[src/rtl/instr_fetch_unit_if.sv]
`default_nettype none
// ---------------------------------------------------------------------------
// instr_fetch_unit_if : RAM-read and decoder-handshake bundle of the fetch unit
// Rev 1.0
// ---------------------------------------------------------------------------
interface instr_fetch_unit_if;
  logic [15:0] mem_addr;
  logic        mem_rd_en;
  logic [15:0] mem_rdata;
  logic [15:0] instr;
  logic        instr_valid;
  logic [15:0] pc_out;
  logic        en_pc;
  logic        pc_mux_en;
  logic [15:0] jump_target;
  logic        rel_en;
  logic [7:0]  disp;
  logic        halt;
  logic        halted;
  logic [15:0] instr_count;

  // master: the fetch unit itself; slave: the RAM plus decoder side
  modport master (
    output mem_addr, mem_rd_en, instr, instr_valid, pc_out, halted, instr_count,
    input  mem_rdata, en_pc, pc_mux_en, jump_target, rel_en, disp, halt
  );

  modport slave (
    input  mem_addr, mem_rd_en, instr, instr_valid, pc_out, halted, instr_count,
    output mem_rdata, en_pc, pc_mux_en, jump_target, rel_en, disp, halt
  );
endinterface
`default_nettype wire

[src/rtl/instr_fetch_unit.sv]
`default_nettype none
// ---------------------------------------------------------------------------
// instr_fetch_unit : PC sequencer, instruction-RAM reader and IR for the decoder
// Rev 1.0
// ---------------------------------------------------------------------------
module instr_fetch_unit #(
  parameter logic [15:0] RESET_PC = 16'h0000,
  parameter int          MEM_LAT  = 1          // legal range 1..4
) (
  input  logic                      clk,
  input  logic                      reset,
  instr_fetch_unit_if.master        bus
);

  localparam logic [1:0] S_IDLE  = 2'd0;
  localparam logic [1:0] S_ISSUE = 2'd1;
  localparam logic [1:0] S_WAIT  = 2'd2;
  localparam logic [1:0] S_HOLD  = 2'd3;

  localparam logic [2:0] LAT_LOAD = 3'(MEM_LAT);

  logic [1:0]  state_q, state_d;
  logic [15:0] pc_q, pc_d;
  logic [15:0] ir_q, ir_d;
  logic [15:0] count_q, count_d;
  logic [2:0]  wait_q, wait_d;

  logic [15:0] disp_ext;
  logic [15:0] pc_next;

  // Absolute jump outranks the relative path, which outranks sequential.
  always_comb begin
    disp_ext = {{8{bus.disp[7]}}, bus.disp};
    if (bus.pc_mux_en) begin
      pc_next = bus.jump_target;
    end else if (bus.rel_en) begin
      pc_next = pc_q + disp_ext;
    end else begin
      pc_next = pc_q + 16'd1;
    end
  end

  always_comb begin
    state_d = state_q;
    pc_d    = pc_q;
    ir_d    = ir_q;
    count_d = count_q;
    wait_d  = wait_q;
    case (state_q)
      S_ISSUE: begin
        state_d = S_WAIT;
        wait_d  = LAT_LOAD;
      end
      S_WAIT: begin
        wait_d = wait_q - 3'd1;
        if (wait_q == 3'd1) begin
          ir_d    = bus.mem_rdata;
          state_d = S_HOLD;
        end
      end
      S_HOLD: begin
        if (bus.en_pc) begin
          pc_d    = pc_next;
          count_d = count_q + 16'd1;
          state_d = bus.halt ? S_IDLE : S_ISSUE;
        end
      end
      default: begin
        if (!bus.halt) begin
          state_d = S_ISSUE;
        end
      end
    endcase
  end

  // Reset lands in ISSUE, so any read still in flight is simply never captured.
  always_ff @(posedge clk) begin
    if (!reset) begin
      state_q <= S_ISSUE;
      pc_q    <= RESET_PC;
      ir_q    <= 16'h0000;
      count_q <= 16'h0000;
      wait_q  <= 3'd0;
    end else begin
      state_q <= state_d;
      pc_q    <= pc_d;
      ir_q    <= ir_d;
      count_q <= count_d;
      wait_q  <= wait_d;
    end
  end

  assign bus.mem_addr    = pc_q;
  assign bus.mem_rd_en   = (state_q == S_ISSUE);
  assign bus.instr       = ir_q;
  assign bus.instr_valid = (state_q == S_HOLD);
  assign bus.pc_out      = pc_q;
  assign bus.halted      = (state_q == S_IDLE);
  assign bus.instr_count = count_q;

endmodule
`default_nettype wire

[src/flat_wrapper.sv]
// flat-port wrapper written by rule: the top's interface ports become plain ports
module instr_fetch_unit_flat 
#(
  parameter logic [15:0] RESET_PC = 16'h0000,
  parameter int          MEM_LAT  = 1                             
)
  (clk, reset, bus_mem_addr, bus_mem_rd_en, bus_instr, bus_instr_valid, bus_pc_out, bus_halted, bus_instr_count, bus_mem_rdata, bus_en_pc, bus_pc_mux_en, bus_jump_target, bus_rel_en, bus_disp, bus_halt);
  instr_fetch_unit_if bus_i ();
  input  logic clk;
  input  logic reset;
  output wire logic [$bits(bus_i.mem_addr)-1:0] bus_mem_addr;
  output wire logic [$bits(bus_i.mem_rd_en)-1:0] bus_mem_rd_en;
  output wire logic [$bits(bus_i.instr)-1:0] bus_instr;
  output wire logic [$bits(bus_i.instr_valid)-1:0] bus_instr_valid;
  output wire logic [$bits(bus_i.pc_out)-1:0] bus_pc_out;
  output wire logic [$bits(bus_i.halted)-1:0] bus_halted;
  output wire logic [$bits(bus_i.instr_count)-1:0] bus_instr_count;
  input wire logic [$bits(bus_i.mem_rdata)-1:0] bus_mem_rdata;
  input wire logic [$bits(bus_i.en_pc)-1:0] bus_en_pc;
  input wire logic [$bits(bus_i.pc_mux_en)-1:0] bus_pc_mux_en;
  input wire logic [$bits(bus_i.jump_target)-1:0] bus_jump_target;
  input wire logic [$bits(bus_i.rel_en)-1:0] bus_rel_en;
  input wire logic [$bits(bus_i.disp)-1:0] bus_disp;
  input wire logic [$bits(bus_i.halt)-1:0] bus_halt;
  assign bus_mem_addr = bus_i.mem_addr;
  assign bus_mem_rd_en = bus_i.mem_rd_en;
  assign bus_instr = bus_i.instr;
  assign bus_instr_valid = bus_i.instr_valid;
  assign bus_pc_out = bus_i.pc_out;
  assign bus_halted = bus_i.halted;
  assign bus_instr_count = bus_i.instr_count;
  assign bus_i.mem_rdata = bus_mem_rdata;
  assign bus_i.en_pc = bus_en_pc;
  assign bus_i.pc_mux_en = bus_pc_mux_en;
  assign bus_i.jump_target = bus_jump_target;
  assign bus_i.rel_en = bus_rel_en;
  assign bus_i.disp = bus_disp;
  assign bus_i.halt = bus_halt;
  instr_fetch_unit #(.RESET_PC(RESET_PC), .MEM_LAT(MEM_LAT)) u_core (.clk(clk), .reset(reset), .bus(bus_i));
endmodule
[config.mk]
export PLATFORM = sky130hd
export DESIGN_NAME = instr_fetch_unit_flat
export DESIGN_NICKNAME = d
export VERILOG_FILES = /design/src/rtl/instr_fetch_unit_if.sv /design/src/rtl/instr_fetch_unit.sv /design/src/flat_wrapper.sv
export SDC_FILE = /design/constraint.sdc
export NUM_CORES = 1
export LEC_CHECK = 0
export BUFFER_PORTS_ARGS = -buffer_cell sky130_fd_sc_hd__clkbuf_2
export CORE_ASPECT_RATIO = 0.6
export CORE_UTILIZATION = 50
export CTS_BUF_LIST = sky130_fd_sc_hd__clkbuf_16
export CTS_CLUSTER_SIZE = 24
export DETAILED_ROUTE_END_ITERATION = 16
export PLACE_DENSITY_LB_ADDON = 0.25
export SYNTH_ARGS = -nofsm -noshare
export SYNTH_HDL_FRONTEND = slang
export SYNTH_SLANG_ARGS = --single-unit
[constraint.sdc]
create_clock -name clk -period 3 [get_ports clk]
set_clock_uncertainty 0.2 [all_clocks]
set_input_delay 0.15 -clock clk [delete_from_list [all_inputs] [get_ports clk]]
set_output_delay 0.15 -clock clk [all_outputs]
set_load 0.01 [all_outputs]
# == Word level (Yosys, flattened, before mapping) ==
# Cells that the tools add are included.
# word_totals
out_inout_bits,67
input_bits,46
wordCells,29
register_bits,53
# classes
muxes,8
eq_ne,7
add_sub_neg,4
n_reduce_logical,5
# ops
op,n
"16-bit by 1-bit adder with 16-bit output, second input constant",2
16-bit two-way mux,2
16-bit adder,1
2-bit two-way mux,3
2-bit case mux with 3 select lines,1
3-bit case mux with 2 select lines,1
"2-bit equality test, second input constant",2
"2-bit by 1-bit inequality test with 1-bit output, second input constant",2
"4-bit by 3-bit inequality test with 1-bit output, second input constant",1
2-bit AND reduction,2
"3-bit by 1-bit equality test with 1-bit output, second input constant",1
3-bit AND reduction,1
"3-bit by 1-bit subtractor with 3-bit output, second input constant",1
"2-bit by 1-bit equality test with 1-bit output, second input constant",1
2-bit logical NOT,1
2-bit nonzero test,1
1-bit two-way mux,1

# == Depth between registers and ports, before layout ==
# Gate-level depths: netlist of run 1.
# depth
depth_word,3
ltp_mapped,10
ltp_nobuf,9

# == Least setup slack after synthesis of run 1 ==
# No wires, ideal clock.
# synth_timing
kind,in2reg
start,input bus_rel_en
end,"register u_core.pc_q[11], in the netlist u_core.bus.mem_addr[11]"
required_ns,2.680
path_buffers,1
setup_slack_ns,0.567
path_stages,9
t_arrival_ns,2.114
setup_time_ns,0.120
cell_sequence,buf_2 and2_1 ha_1 a21oi_2 nand2_1 o211a_1 or3_4 and4_4 o31a_1
# synth_between
elab_chain_cells,2
# synth_rtl
item,line,source
start: declaration,flat_wrapper.sv:22,input wire logic [$bits(bus_i.rel_en)-1:0] bus_rel_en;
16-bit two-way mux,instr_fetch_unit.sv:36,end else if (bus.rel_en) begin
16-bit two-way mux,instr_fetch_unit.sv:34,if (bus.pc_mux_en) begin
end signal: assignment,instr_fetch_unit.sv:86,pc_q <= pc_d;
end: declaration,instr_fetch_unit.sv:23,"logic [15:0] pc_q, pc_d;"
# Every way passes these cells.
# A chain may end at the register's enable or synchronous reset.

# == Final worst setup path of run 1 ==
# layout_timing
start,"register u_core.pc_q[0], in the netlist u_core.bus.mem_addr[0]"
end,"register u_core.pc_q[14], in the netlist u_core.bus.mem_addr[14]"
# layout_between
elab_chain_cells,3
elab_cells_between_ends,4
classes_between,2 x add/sub; 2 x mux
# layout_rtl
item,line
16-bit by 1-bit adder with 16-bit output / 16-bit adder (equally long branches),"instr_fetch_unit.sv:39, instr_fetch_unit.sv:37"
16-bit two-way mux (*),instr_fetch_unit.sv:36
16-bit two-way mux (*),instr_fetch_unit.sv:34
# Every way passes the cells marked *; elsewhere a longest branch is shown, timed or not.

==> results_dict.tcl, run 1 <==
set metrics [dict create \
    fin_setup_tns_ps 0 \
    seq_area_frac_synth 0.336 \
    ctsLongestPathBuffers 2 \
    fillCellCount 513 \
    cts_buffers 5 \
    postSynthAreaPerCell_sq_um 7.97 \
    timing_hold_violations_final 0 \
    worst_ir_drop_vdd_uv 335 \
    design.portCount 113 \
    syn_nets 457 \
    maximum_fanout_along_the_worst_path 4 \
    arrival_ps 2690 \
    largest_net_degree_at_the_start_of_global_routing 30 \
    initial_utilization 0.541 \
    grt_antenna_before_repair 0 \
    mappedNetlistArea_sq_um 3150 \
    yosys.area_share.xor_xnor 0.0555 \
    synth_cells 396 \
    maxClockFrequency_mhz 369 \
    post_cts_hold_buffer_count 28 \
    drtIter0Drc 236 \
    synth-main-ff-cell "dfxtp_1" \
    flow.area_growth_from_synthesis_pct 28.7 \
    pwr_density_cell_nw_per_um2 542 \
    drive_gt1_frac 0.261 \
    max-cap-violations 0 \
    cts_tree "built" \
    die_area_sq_um 6640 \
    element_type_at_the_critical_path_end "register" \
    detail_route.wl_per_cell_microns 14.9 \
    gr-total-overflow 0 \
    clk_pin_slew_ps 70 \
    wirelength_microns 8860 \
    dr_total_vias 3338 \
    fin_crit_sh 0.903 \
    period_needed_ps 2710 \
    core_region_area_sq_um 5830 \
    final_max_slew_viol_count 0 \
    slew_hr 0.619 \
    clock_insertion_delay_at_the_later_pin_of_the_skew_report_ps 300 \
    fin_hold_ws_ps 26.4 \
    compound_gate_portion_of_the_synthesized_area 0.180 \
    global_route.usage.total 0.274 \
    first_global_vias 2913 \
    synth_simple_gate_area_share 0.253 \
    hold_wc_path_type "in2reg" \
    regArea_sq_um 1060 \
    die-height_microns 63.5 \
    worst_endpoint_required_time_ps 2980 \
    static-leakage-power_nw 1.78 \
    clk_root_buffer_cell "clkbuf_16" \
    place_congestion 0.997 \
    post_cts_resized 0 \
    run_status "finished, final reports clean" \
    postRouteAntennaNets 0 \
    route.detailed.vias_per_inst 5.63 \
    detailed_place_hpwl_microns 6210 \
    ctsHtreeMaxLevel 2 \
    tritoncts_num_sinks 53 \
    yosys_warnings 0 \
    timing_worst_setup_path_type "reg2reg" \
    grt_setup_unrepaired "false" \
    port_buffer_cells 112 \
    post-cts-setup-buffer-count 0 \
    multi_input_area_sq_um 1820 \
    postSynthRegisterBits 53 \
    num_rows 21 \
    finalSetupViolations 0 \
    die_x_microns 105 \
    worst-slew-pin-transition_ps 572 \
    muxShareOfSynthArea 0.0262 \
    post_synth_fa_ha_maj_area_fraction 0.0619 \
    synth_edf_count 0 \
    first_pass_grt_wire_length_microns 14400 \
    largest_family_of_logic_cells_by_synthesized_area "simple AND/OR/NAND/NOR gates" \
    antenna-diode-count 0 \
    nNetsFinal 573 \
    async_flop_share 0 \
    netlist-cell-type-count 61 \
    critPathLaunchType "register" \
    dr_drc_count 0 \
    drtPass1Iterations 5 \
]
==> layer usage <==
layer | GRT usage | up-vias | routed length (microns)
met5 | 0 | - | 0
met4 | 0.0661 | 0 | 151
met3 | 0.0559 | 22 | 776
met2 | 0.413 | 185 | 3760
met1 | 0.397 | 1522 | 4170
li1 | - | 1609 | -
==> metrics by stage <==
step	utilization	instance area (sq um)	power, mW	setup slack, ps	cells
2_1_floorplan	-	3150	1.39	567	396
3_3_place_gp	0.623	3630	1.57	389	557
3_5_place_dp	0.623	3630	1.59	260	557
4_1_cts	0.696	4060	2.19	341	593
5_1_grt	0.696	4060	2.32	161	593
6_report	0.696	4060	2.20	290	593
==> synth_stat cells (5+ instances only) <==
cell      count  share of area
and2_1       10          0.020
nor3_1        8          0.013
nor2_1       33          0.039
nand4_1       6          0.012
a21oi_1      29          0.046
mux2i_1       6          0.019
ha_1         14          0.056
buf_4        18          0.043
a31oi_1       5         0.0099
xor2_1       14          0.039
nand3_1      18          0.029
xnor2_1       6          0.017
dfxtp_1      53           0.34
o21ai_0      14          0.022
clkbuf_1     14          0.017
inv_1        12          0.014
nand2_1      64          0.076
==> cells by family after synthesis <==
family / count (synthesis)
mux: 8
simple gates: 165
compound gates: 85
xor+xnor: 20
buf+inv: 50
flops: 53
fa+ha+maj: 15
==> flip-flops by register name (all words and copies together) (netlist names) <==
register / count
u_core.bus.instr: 16
u_core.bus.instr_count: 16
u_core.bus.mem_addr: 16
u_core.wait_q: 3
u_core.state_q: 2
==> cell type report <==
class / instances / share of cell area
Sequential cell: 53 / 0.261
Timing Repair Buffer: 146 / 0.218
Clock inverter: 3 / 0.00462
Tap cell: 80 / 0.0247
Clock buffer: 5 / 0.0308
Multi-Input combinational cell: 293 / 0.448
Inverter: 13 / 0.0120
==> worst paths after layout <==
check	start	endpoint	slack [ps]	cells after the start
worst max-delay path	u_core.bus.mem_addr[0]$_SDFFE_PN0P_	u_core.bus.mem_addr[14]$_SDFFE_PN0P_	290	8
worst min-delay path	bus_jump_target[3]	u_core.bus.mem_addr[3]$_SDFFE_PN0P_	30	4
worst max register to register	u_core.bus.mem_addr[0]$_SDFFE_PN0P_	u_core.bus.mem_addr[14]$_SDFFE_PN0P_	290	8
worst min register to register	u_core.bus.instr[11]$_SDFFE_PN0P_	u_core.bus.instr[11]$_SDFFE_PN0P_	260	2
==> report_power, final <==
part	total, mW	leakage [nW]	switching, mW	internal [mW]
logic	0.749	1.28	0.427	0.321
registers	0.873	0.429	0.0975	0.776
clock network	0.577	0.0672	0.270	0.307
==> placed cells by master (no fill, tap or decap), types with 4 or more instances in the layout <==
cell type	count
nor3_1	8
o21ai_0	14
inv_1	13
clkbuf_2	112
nor2_1	33
dlygate4sd3_1	28
nand2_1	64
and2_1	10
o211ai_1	4
clkbuf_16	5
xor2_1	14
ha_1	14
dfxtp_1	53
a21oi_1	29
a211oi_1	4
a31oi_1	5
xnor2_1	6
nand3_1	18
nand4_1	6
or3_1	4
mux2i_1	6
buf_4	6
==> worst max-delay path, cell delays in order, from the launching register on <==
cell and delay [ps]:
dfxtp_1 340, ha_1 230, fa_1 400, a21oi_1 260
o211ai_1 230, a31oi_1 340, mux2i_1 270, mux2i_1 220
a31oi_1 90
Power figures use the tool's default switching activity.
==> inputs of run 2 (changes only) <==
Settings changed: GPL_TIMING_DRIVEN set to 0, REMOVE_ABC_BUFFERS set to 1.
==> results_dict.tcl, run 2 (synthesis gave the netlist of run 1 again) <==
set metrics [dict create \
    fin_setup_tns_ps 0 \
    grt_setup_unrepaired "false" \
    r2r_cells 8 \
    dr_total_vias 3161 \
    levels_on_crit_path 8 \
    timing_worst_setup_path_type "reg2reg" \
    route.detailed.vias_per_inst 5.39 \
    slew_hr 0.401 \
    run_status "finished, final reports clean" \
    max-cap-violations 0 \
    postRouteAntennaNets 0 \
    largest_net_degree_at_the_start_of_global_routing 51 \
    timing_hold_violations_final 0 \
    arrival_ps 2730 \
    finalSetupViolations 0 \
    detail_route.wl_per_cell_microns 14.0 \
    slowest_delay_ps 400 \
    die-height_microns 63.5 \
    pwr_density_cell_nw_per_um2 540 \
    cts_tree "built" \
    cpLargestDelayFamily "compound AO/OA/AOI/OAI gates" \
    hold_wc_path_type "in2reg" \
    element_type_at_the_critical_path_end "register" \
    first_pass_grt_wire_length_microns 13600 \
    die_area_sq_um 6640 \
    cpMaxStageDelayCell "fa_1" \
    nNetsFinal 566 \
    drtIter0Drc 294 \
    multi_input_area_sq_um 1820 \
    drive_gt1_frac 0.257 \
    clock_insertion_delay_at_the_later_pin_of_the_skew_report_ps 290 \
    initial_utilization 0.541 \
    cts_buffers 5 \
    tritoncts_num_sinks 53 \
    place_congestion 0.956 \
    flow.area_growth_from_synthesis_pct 27.2 \
    antenna-diode-count 0 \
    maximum_fanout_along_the_worst_path 4 \
    clk_root_buffer_cell "clkbuf_16" \
    port_buffer_cells 112 \
    worst-slew-pin-transition_ps 899 \
    timing.critical_path.cells "ha_1 > fa_1 > a21oi_1 > o211ai_1 > a31oi_1 > mux2i_1 > mux2i_1 > a31oi_1" \
    clk_pin_slew_ps 70 \
    critical_path.n_buffers_inverters 0 \
    mostFrequentLayoutCell "clkbuf_2" \
    wirelength_microns 8200 \
    period_needed_ps 2790 \
    detailed_place_hpwl_microns 5720 \
    post_cts_resized 0 \
    gr-total-overflow 0 \
    holdPathStages 4 \
    fin_hold_ws_ps 11.5 \
    die_x_microns 105 \
    design.portCount 113 \
    worst_endpoint_required_time_ps 2940 \
    first_global_vias 2844 \
    fin_crit_sh 0.929 \
    drtPass1Iterations 4 \
    post-cts-setup-buffer-count 0 \
    static-leakage-power_nw 1.75 \
    regArea_sq_um 1060 \
    fillCellCount 529 \
    core_region_area_sq_um 5830 \
    num_rows 21 \
    worst_ir_drop_vdd_uv 282 \
    maxClockFrequency_mhz 359 \
    ctsHtreeMaxLevel 2 \
    grt_antenna_before_repair 0 \
    final_cell_mix "clkbuf_2, nand2_1, dfxtp_1" \
    critPathLaunchType "register" \
    dr_drc_count 0 \
    ctsLongestPathBuffers 2 \
    final_max_slew_viol_count 0 \
    global_route.usage.total 0.254 \
]
run 2: layout make-up:
class / count / share of cell area
Clock inverter: 3 / 0.00655
Sequential cell: 53 / 0.265
Clock buffer: 5 / 0.0312
Tap cell: 80 / 0.0250
Inverter: 13 / 0.0122
Timing Repair Buffer: 139 / 0.207
Multi-Input combinational cell: 293 / 0.454
run 2: metal layers:
metal  routed length (microns)  vias up  part of all wire  GRT usage
li1                          -     1592                 -          -
met3                       586        4             0.072     0.0580
met4                        33        0            0.0040     0.0464
met2                      3470      126              0.42      0.395
met5                         0        -                 0          0
met1                      4110     1439              0.50      0.361
run 2: worst paths after layout:
check                                               to                           startpoint  slack, ps
setup / recovery  u_core.bus.mem_addr[14]$_SDFFE_PN0P_  u_core.bus.mem_addr[0]$_SDFFE_PN0P_        210
hold reg to reg       u_core.bus.instr[5]$_SDFFE_PN0P_     u_core.bus.instr[5]$_SDFFE_PN0P_        260
hold / removal          u_core.state_q[0]$_SDFFE_PN1P_                             bus_halt         10
setup reg to reg  u_core.bus.mem_addr[14]$_SDFFE_PN0P_  u_core.bus.mem_addr[0]$_SDFFE_PN0P_        210
run 2: per-stage QoR:
step | cell area (sq um) | std cells | power (mW) | setup WS (ps) | util
global route | 4010 | 586 | 2.31 | 43.2 | 0.688
finish | 4010 | 586 | 2.17 | 212 | 0.688
global placement | 3590 | 551 | 1.54 | 142 | 0.615
floorplan | 2930 | 359 | 1.32 | 512 | -
CTS | 4010 | 586 | 2.17 | 235 | 0.688
detailed placement | 3590 | 551 | 1.56 | 141 | 0.615
run 2: power by group:
part           total, mW  switching (mW)  internal (mW)
sequential         0.871          0.0952          0.776
clock              0.586           0.271          0.315
combinational      0.710           0.403          0.307
total               2.17           0.769           1.40
run 2: timing repair:
| item | CTS | global route |
|---|---|---|
| hold buffers | 27 | 0 |
| setup endpoints to repair | 0 | 0 |
| hold endpoints to repair | 27 | 0 |
run 2: worst reg2reg max path: cells and delay by family, from the launching register on:
kind	cells	cell delay (ps)
AOI/OAI and AO/OA	4	930
adders and majority gates	2	650
DFF	1	350
muxes	2	520
==> inputs of run 3 (changes only) <==
Settings changed: CORE_MARGIN set to 2.
==> results_dict.tcl, run 3 (synthesis gave the netlist of run 1 again) <==
set metrics [dict create \
    critPathLaunchType "register" \
    fin_setup_tns_ps 0 \
    design.portCount 113 \
    drtPass1Iterations 4 \
    num_rows 22 \
    die-height_microns 65.5 \
    first_global_vias 2809 \
    drive_gt1_frac 0.258 \
    die_x_microns 107 \
    fin_crit_sh 0.925 \
    fillCellCount 555 \
    dr_total_vias 3146 \
    grt_setup_unrepaired "false" \
    nNetsFinal 564 \
    drtIter0Drc 172 \
    clk_pin_slew_ps 70 \
    gr-total-overflow 0 \
    antenna-diode-count 0 \
    placed_cell_area_sq_um 3590 \
    final_max_slew_viol_count 0 \
    port_buffer_cells 112 \
    timing_hold_violations_final 1 \
    final_util 0.653 \
    hold_wc_path_type "in2reg" \
    element_type_at_the_critical_path_end "register" \
    power_mw 2.16 \
    clock_insertion_delay_at_the_later_pin_of_the_skew_report_ps 290 \
    global_route.usage.total 0.232 \
    timing_worst_setup_path_type "reg2reg" \
    final_cell_mix "clkbuf_2, nand2_1, dfxtp_1" \
    place_congestion 0.901 \
    slew_hr 0.344 \
    postRouteAntennaNets 0 \
    route.detailed.vias_per_inst 5.35 \
    detail_route.wl_per_cell_microns 13.8 \
    wirelength_microns 8120 \
    maxClockFrequency_mhz 360 \
    cts_buffers 5 \
    violations "hold timing" \
    grt_antenna_before_repair 0 \
    post-cts-setup-buffer-count 0 \
    finalSetupViolations 0 \
    pwr_density_cell_nw_per_um2 542 \
    tritoncts_num_sinks 53 \
    worst_endpoint_required_time_ps 2940 \
    detailed_place_hpwl_microns 5590 \
    die_area_sq_um 6980 \
    worst_ir_drop_vdd_uv 296 \
    arrival_ps 2710 \
    first_pass_grt_wire_length_microns 13100 \
    max-cap-violations 0 \
    core_region_area_sq_um 6110 \
    worst-slew-pin-transition_ps 984 \
    initial_utilization 0.516 \
    ctsHtreeMaxLevel 2 \
    finish.instance_area_sq_um 3990 \
    ctsLongestPathBuffers 2 \
    dr_drc_count 0 \
    largest_net_degree_at_the_start_of_global_routing 51 \
    run_status "complete, but fails checks" \
    clk_root_buffer_cell "clkbuf_16" \
    static-leakage-power_nw 1.74 \
    cts_tree "built" \
    flow.area_growth_from_synthesis_pct 26.5 \
    fin_hold_ws_ps -3.08 \
    maximum_fanout_along_the_worst_path 4 \
    mostFrequentLayoutCell "clkbuf_2" \
    period_needed_ps 2780 \
]
## run 3: path summary, 6_finish.rpt
check | from | endpoint | slack [ps] | cells past startpoint
worst min register to register | u_core.bus.instr[6]$_SDFFE_PN0P_ | u_core.bus.instr[6]$_SDFFE_PN0P_ | 260 | 2
worst max register to register | u_core.bus.mem_addr[0]$_SDFFE_PN0P_ | u_core.bus.mem_addr[14]$_SDFFE_PN0P_ | 220 | 8
worst max-delay path | u_core.bus.mem_addr[0]$_SDFFE_PN0P_ | u_core.bus.mem_addr[14]$_SDFFE_PN0P_ | 220 | 8
worst min-delay path | bus_jump_target[0] | u_core.bus.mem_addr[0]$_SDFFE_PN0P_ | -3 | 3
## run 3: through the flow
stage | hold slack (ps) | std cells | worst slack [ps]
after floorplan | 41.3 | 359 | 512
after global placement | 174 | 555 | 161
after detailed placement | 182 | 555 | 143
after CTS | 2.29 | 588 | 244
after global routing | 23.9 | 588 | 16.0
final | -3.08 | 588 | 224
## run 3: repair_timing
item	CTS	global route
endpoints found under the hold margin	25	0
resized for setup	0	0
hold buffers	25	0
## run 3: layout make-up
cell class	instances	area, sq um	share of cell area
inverter	13	48.8	0.0122
sequential	53	1060	0.266
clock inverter	3	21.3	0.00533
timing repair buffer	137	811	0.203
clock buffer	5	125	0.0313
multi-input combinational	293	1820	0.456
tap	84	105	0.0263
## run 3: metal layers
layer,GRT usage,part of all wire,wire length (microns),vias to the layer above
li1,-,-,-,1595
met1,0.335,0.52,4190,1442
met2,0.365,0.42,3400,99
met3,0.0456,0.059,480,10
met4,0.0406,0.0063,51,0
met5,0,0,0,-
## run 3: worst max-delay path, stage by stage (launching register included)
cell and delay (ps):
dfxtp_1 340, ha_1 240, fa_1 410, a21oi_1 230, o211ai_1 250, a31oi_1 380, mux2i_1 270, mux2i_1 210
a31oi_1 90
## run 3: where the power goes
part,switching [mW],internal [mW],leakage (nW),total (mW)
Sequential,0.0892,0.776,0.429,0.865
Combinational,0.414,0.307,1.24,0.721
Clock,0.267,0.311,0.0702,0.578
